File: src/rtl/mips_pkg.sv
`timescale 1ns/1ps
`default_nettype none
// ============================================================================
// Module   : mips_pkg
// Purpose  : Opcodes, control-field encodings and FSM state codes shared by
//            the multi-cycle MIPS control path.
// Revision : 1.0  initial release
// ============================================================================
package mips_pkg;

  localparam logic [5:0] OP_RTYPE = 6'b000000;
  localparam logic [5:0] OP_ADDI  = 6'b001000;
  localparam logic [5:0] OP_LW    = 6'b100011;
  localparam logic [5:0] OP_SW    = 6'b101011;
  localparam logic [5:0] OP_BEQ   = 6'b000100;
  localparam logic [5:0] OP_J     = 6'b000010;

  localparam logic [1:0] ALUOP_ADD   = 2'b00;
  localparam logic [1:0] ALUOP_SUB   = 2'b01;
  localparam logic [1:0] ALUOP_FUNCT = 2'b10;

  localparam logic [1:0] SRCB_B       = 2'b00;
  localparam logic [1:0] SRCB_FOUR    = 2'b01;
  localparam logic [1:0] SRCB_IMM     = 2'b10;
  localparam logic [1:0] SRCB_IMM_SH2 = 2'b11;

  localparam logic [1:0] PCSRC_ALU    = 2'b00;
  localparam logic [1:0] PCSRC_ALUOUT = 2'b01;
  localparam logic [1:0] PCSRC_JUMP   = 2'b10;

  typedef enum logic [3:0] {
    S_FETCH  = 4'd0,
    S_DECODE = 4'd1,
    S_MEMADR = 4'd2,
    S_MEMRD  = 4'd3,
    S_MEMWB  = 4'd4,
    S_MEMWR  = 4'd5,
    S_EXEC   = 4'd6,
    S_ALUWB  = 4'd7,
    S_ADDIEX = 4'd8,
    S_ADDIWB = 4'd9,
    S_BRANCH = 4'd10,
    S_JUMP   = 4'd11
  } state_t;

  function automatic logic is_supported(input logic [5:0] op);
    return (op == OP_RTYPE) || (op == OP_ADDI) || (op == OP_LW) ||
           (op == OP_SW)    || (op == OP_BEQ)  || (op == OP_J);
  endfunction

endpackage
`default_nettype wire

File: src/rtl/mc_control_fsm.sv
`timescale 1ns/1ps
`default_nettype none
// ============================================================================
// Module   : mc_control_fsm
// Purpose  : Multi-cycle MIPS sequencer: fetch/decode/execute/memory/write-back
//            with memory-ready stalls, driving the datapath mux and enables.
// Revision : 1.0  initial release
// ============================================================================
module mc_control_fsm
  import mips_pkg::*;
(
  input  logic       clk_i,
  input  logic       rst_i,
  input  logic [5:0] Op_i,
  input  logic       mem_ready_i,
  output logic       PCWrite_o,
  output logic       PCWriteCond_o,
  output logic       IorD_o,
  output logic       MemRead_o,
  output logic       MemWrite_o,
  output logic       IRWrite_o,
  output logic       MemtoReg_o,
  output logic       RegDst_o,
  output logic       RegWrite_o,
  output logic       ALUSrcA_o,
  output logic [1:0] ALUSrcB_o,
  output logic [1:0] ALUOp_o,
  output logic [1:0] PCSource_o,
  output logic       instr_done_o,
  output logic       illegal_o
);

  state_t     r_state;
  state_t     w_next;
  logic [5:0] r_op_q;

  logic       w_pcwrite, w_pcwritecond, w_iord, w_memread, w_memwrite;
  logic       w_irwrite, w_memtoreg, w_regdst, w_regwrite, w_alusrca;
  logic [1:0] w_alusrcb, w_aluop, w_pcsource;
  logic       w_done, w_illegal;

  always_ff @(posedge clk_i or negedge rst_i) begin
    if (!rst_i) begin
      r_state <= S_FETCH;
      r_op_q  <= 6'd0;
    end else begin
      r_state <= w_next;
      if (r_state == S_DECODE)
        r_op_q <= Op_i;
    end
  end

  always_comb begin
    w_next = S_FETCH;
    case (r_state)
      S_FETCH:  w_next = mem_ready_i ? S_DECODE : S_FETCH;
      S_DECODE: begin
        case (Op_i)
          OP_LW, OP_SW: w_next = S_MEMADR;
          OP_RTYPE:     w_next = S_EXEC;
          OP_ADDI:      w_next = S_ADDIEX;
          OP_BEQ:       w_next = S_BRANCH;
          OP_J:         w_next = S_JUMP;
          default:      w_next = S_FETCH;
        endcase
      end
      S_MEMADR: w_next = (r_op_q == OP_LW) ? S_MEMRD : S_MEMWR;
      S_MEMRD:  w_next = mem_ready_i ? S_MEMWB : S_MEMRD;
      S_MEMWR:  w_next = mem_ready_i ? S_FETCH : S_MEMWR;
      S_EXEC:   w_next = S_ALUWB;
      S_ADDIEX: w_next = S_ADDIWB;
      default:  w_next = S_FETCH;
    endcase
  end

  always_comb begin
    w_pcwrite     = 1'b0;
    w_pcwritecond = 1'b0;
    w_iord        = 1'b0;
    w_memread     = 1'b0;
    w_memwrite    = 1'b0;
    w_irwrite     = 1'b0;
    w_memtoreg    = 1'b0;
    w_regdst      = 1'b0;
    w_regwrite    = 1'b0;
    w_alusrca     = 1'b0;
    w_alusrcb     = SRCB_B;
    w_aluop       = ALUOP_ADD;
    w_pcsource    = PCSRC_ALU;
    w_done        = 1'b0;
    w_illegal     = 1'b0;
    case (r_state)
      S_FETCH: begin
        w_memread = 1'b1;
        w_alusrcb = SRCB_FOUR;
        w_irwrite = mem_ready_i;
        w_pcwrite = mem_ready_i;
      end
      S_DECODE: begin
        w_alusrcb = SRCB_IMM_SH2;
        w_illegal = !is_supported(Op_i);
        w_done    = !is_supported(Op_i);
      end
      S_MEMADR, S_ADDIEX: begin
        w_alusrca = 1'b1;
        w_alusrcb = SRCB_IMM;
      end
      S_MEMRD: begin
        w_memread = 1'b1;
        w_iord    = 1'b1;
      end
      S_MEMWB: begin
        w_memtoreg = 1'b1;
        w_regwrite = 1'b1;
        w_done     = 1'b1;
      end
      S_MEMWR: begin
        w_memwrite = 1'b1;
        w_iord     = 1'b1;
        w_done     = mem_ready_i;
      end
      S_EXEC: begin
        w_alusrca = 1'b1;
        w_aluop   = ALUOP_FUNCT;
      end
      S_ALUWB: begin
        w_regdst   = 1'b1;
        w_regwrite = 1'b1;
        w_done     = 1'b1;
      end
      S_ADDIWB: begin
        w_regwrite = 1'b1;
        w_done     = 1'b1;
      end
      S_BRANCH: begin
        w_alusrca     = 1'b1;
        w_aluop       = ALUOP_SUB;
        w_pcwritecond = 1'b1;
        w_pcsource    = PCSRC_ALUOUT;
        w_done        = 1'b1;
      end
      S_JUMP: begin
        w_pcwrite  = 1'b1;
        w_pcsource = PCSRC_JUMP;
        w_done     = 1'b1;
      end
      default: ;
    endcase
  end

  // Reset gates every output combinationally so no enable leaks while rst_i is low.
  assign PCWrite_o     = w_pcwrite     & rst_i;
  assign PCWriteCond_o = w_pcwritecond & rst_i;
  assign IorD_o        = w_iord        & rst_i;
  assign MemRead_o     = w_memread     & rst_i;
  assign MemWrite_o    = w_memwrite    & rst_i;
  assign IRWrite_o     = w_irwrite     & rst_i;
  assign MemtoReg_o    = w_memtoreg    & rst_i;
  assign RegDst_o      = w_regdst      & rst_i;
  assign RegWrite_o    = w_regwrite    & rst_i;
  assign ALUSrcA_o     = w_alusrca     & rst_i;
  assign ALUSrcB_o     = w_alusrcb     & {2{rst_i}};
  assign ALUOp_o       = w_aluop       & {2{rst_i}};
  assign PCSource_o    = w_pcsource    & {2{rst_i}};
  assign instr_done_o  = w_done        & rst_i;
  assign illegal_o     = w_illegal     & rst_i;

endmodule
`default_nettype wire

File: config.mk
export PLATFORM = sky130hd
export DESIGN_NAME = mc_control_fsm
export DESIGN_NICKNAME = d
export VERILOG_FILES = /design/src/rtl/mips_pkg.sv /design/src/rtl/mc_control_fsm.sv
export SDC_FILE = /design/constraint.sdc
export NUM_CORES = 1
export LEC_CHECK = 0
export BUFFER_PORTS_ARGS = -buffer_cell sky130_fd_sc_hd__buf_4
export CAP_MARGIN = 20
export CORE_ASPECT_RATIO = 1.2
export CORE_MARGIN = 2
export CORE_UTILIZATION = 40
export CTS_CLUSTER_DIAMETER = 30
export DETAILED_ROUTE_END_ITERATION = 6
export PLACE_DENSITY = 0.66
export REMOVE_ABC_BUFFERS = 1
export SETUP_SLACK_MARGIN = 0.02
export SYNTH_ARGS = -nofsm -noshare
export SYNTH_HDL_FRONTEND = slang
export SYNTH_SLANG_ARGS = --single-unit
File: constraint.sdc
create_clock -name clk_i -period 2.8 [get_ports clk_i]
set_input_delay 0.84 -clock clk_i [delete_from_list [all_inputs] [get_ports clk_i]]
set_output_delay 0.84 -clock clk_i [all_outputs]
set_load 0.02 [all_outputs]
==> metrics <==
vias per cell roughly 5.6; final wirelength roughly 2000 um; CTS tree yes; first-pass GRT wire length approximately 3400 um; Detail Placement HPWL between 1500 and 2000 um; Non-Filler Instances 155; relative slew slack approximately 69%; Yosys cell types 35; worst-margin pin slew about 460 ps; Routed Antenna Nets 0; PwrDens roughly 730 nW/um2; Setup Skew 3.82 ps; RR Endpoint r_op_q[1]; Reg2Reg Depth 4; period utilisation layout 102%; antenna violations before repair 0; Logic pwr share 52.5%; hold crit path type input pin to async pin; Crit Path Class input pin to output port; top cell type by total area after synthesis dfrtp_1; CP max FO 2; vias 870; Int Power between 500 and 600 uW; CTS Buffer Depth 2; top post-synthesis cells by area dfrtp_1 (31%), mux2_2 (9.7%), nor2_1 (6.9%); Seq/Total Area, Yosys a little under a third; antenna cells 0; failing checks negative setup slack; DIE HEIGHT about 53 um; share of layout cells above drive strength 1 about two fifths; Core Region 1870 um2; placed cell count around 150; fmax about 350 MHz; Die W about 45 um; Sequential Power Share a little under a third; met3 Usage GRT 3.75%; total placed instance area 1080 um2; critical path launch point type input pin; endpoints failing hold 0; Port Buffer Count 26; TritonCTS Buffers 3; routing usage on met1 22.5%; die area 2400 um2; RR Startpoint r_state[1]; final setup fails 1; Lkg Pwr 0.518 nW; run status complete, but fails checks; switching power total 328 uW; Final Power about 830 uW; Avg Inst Size Synth about 8.1 um2; R2R Setup Slk 1260 ps; setup_tns -46.7 ps; Clock Tree Root clkbuf_4; Ports 27; Detailed Route Iter0 Violations 17; Worst setup EP type output port; gate count of the mapped netlist 100; fin util roughly three fifths; Peak VDD IR ~520 uV; GR met2 Demand/Resource between 30% and 40%; Residual DRC 0; Tmin final ~2800 ps; busiest layer in global routing met2; CTS Hold Buffers Added 0; CP arrival about 2000 ps; area delta synth->final 41.5%; GR Overflow Total 0; synthesized area approximately 810 um2; GPL Wtd Cong 0.823; Sw Share roughly two fifths; vias in the first global route 797; Worst Slack Setup Final -46.7 ps; share of the synthesized area in the top cell type around 31%; unrepaired setup endpoints after global routing true; required time of the critical path between 1500 and 2000 ps; clk slew on worst S/H paths 70 ps; Pre-antenna DRT Iters 4; GRT Resource Usage Total between 10% and 20%; final instance area between 1000 and 1500 um2; largest net degree at the start of global routing 20; starting density of the core 43.3%; flop and latch count out of synthesis 10; final slew viol count 0; nets@finish roughly 150; Clk pwr share roughly 16%; max_cap viols 0; CTS sink cnt 10; site row count 17; # H-tree levels 1; Synth Warn # 0; WL/cell ~13 um; worst-skew pair later-pin latency around 270 ps
[cell families after synthesis]
| family | after synthesis | share of synthesized area [%] |
|---|---|---|
| and+or+nand+nor | 52 | 33.0 |
| DFF | 10 | 30.9 |
| muxes | 7 | 9.72 |
| buffers and inverters | 8 | 4.32 |
| xor gates and xnor gates | 2 | 2.16 |
| AOI/OAI and AO/OA | 21 | 19.9 |
[layer usage]
| metal | up-vias | part of all wire (%) |
|---|---|---|
| met5 | - | 0 |
| met1 | 406 | 42 |
| li1 | 435 | - |
| met4 | 0 | 0.69 |
| met3 | 2 | 6.5 |
| met2 | 27 | 51 |
[power groups by stage]
stage,clock [mW],combinational [mW],sequential [mW]
4_1_cts,0.134,0.442,0.264
3_5_place_dp,0,0.432,0.267
2_1_floorplan,0,0.273,0.253
3_3_place_gp,0,0.427,0.262
5_1_grt,0.143,0.487,0.272
6_report,0.130,0.437,0.265
[how the worst max path moves through the flow]
stage / depth (start not counted) / endpoint / slack [ps] / startpoint
6_report: 6 / instr_done_o / -50 / Op_i[1]
5_1_grt: 6 / instr_done_o / -90 / Op_i[1]
4_1_cts: 6 / instr_done_o / -80 / Op_i[1]
3_5_place_dp: 6 / instr_done_o / -120 / Op_i[2]
3_3_place_gp: 6 / instr_done_o / -100 / Op_i[2]
2_1_floorplan: 4 / instr_done_o / 120 / Op_i[0]
[flip-flops by register name, summed over array words and instances, names as in the netlist]
name     cells
r_op_q       6
r_state      4
[cell usage after synthesis (all sizes together)]
master,instances
o21bai,1
nor3b,2
nor2,15
o21ai,6
a21boi,1
nor2b,5
a22oi,1
and4b,1
xnor2,1
a41o,1
buf,2
xor2,1
o221ai,2
nor3,7
inv,2
o2111ai,1
or3b,1
o311a,1
and3,1
and2,1
nand2b,2
a2111oi,1
a31oi,1
nor4b,1
clkbuf,4
nand2,11
a21oi,3
dfrtp,10
nand4b,1
nand3,4
mux2,7
o22ai,1
o211ai,1
[cells in the final DEF, fill, tap and decap left out, types with 2 or more instances in the layout]
| cell type | Yosys | routed |
|---|---|---|
| a21oi_1 | 3 | 3 |
| o21ai_0 | 6 | 6 |
| o221ai_1 | 2 | 2 |
| dfrtp_1 | 10 | 10 |
| nor2b_1 | 5 | 5 |
| nand2_1 | 11 | 11 |
| mux2_2 | 7 | 7 |
| nand3_1 | 4 | 4 |
| nand2b_1 | 2 | 2 |
| nor3_1 | 6 | 6 |
| clkbuf_4 | 0 | 3 |
| nor2_1 | 15 | 15 |
| nor3b_1 | 2 | 2 |
| buf_4 | 1 | 34 |
| buf_6 | 0 | 3 |
| inv_1 | 2 | 2 |
[stage by stage]
step	hold WS [ps]	worst slack, ps
after detailed placement	497	-119
after global routing	405	-87.3
after floorplan	472	118
final	417	-46.7
after global placement	493	-103
after CTS	410	-82.1
[cell type report]
class | count | area (um2)
fillers | 189 | 724
multi-input cells | 82 | 526
repair buffers | 38 | 304
flip-flops and latches | 10 | 250
clock buffers | 4 | 36.3
well taps | 19 | 23.8
inverters | 2 | 7.51
[worst max-delay path, stage by stage]
cell and delay [ps]:
buf_8 100, a2111oi_4 330, o21bai_1 120, and3_1 180, o311a_1 300, buf_6 130
[timing repair]
action / 4_1_cts / 5_1_grt
pin swaps: 4 / 2
setup endpoints to repair: 1 / 2
buffers inserted: 1 / 1
resized for setup: 5 / 0
Note: power is estimated with default switching activity, not from simulation.
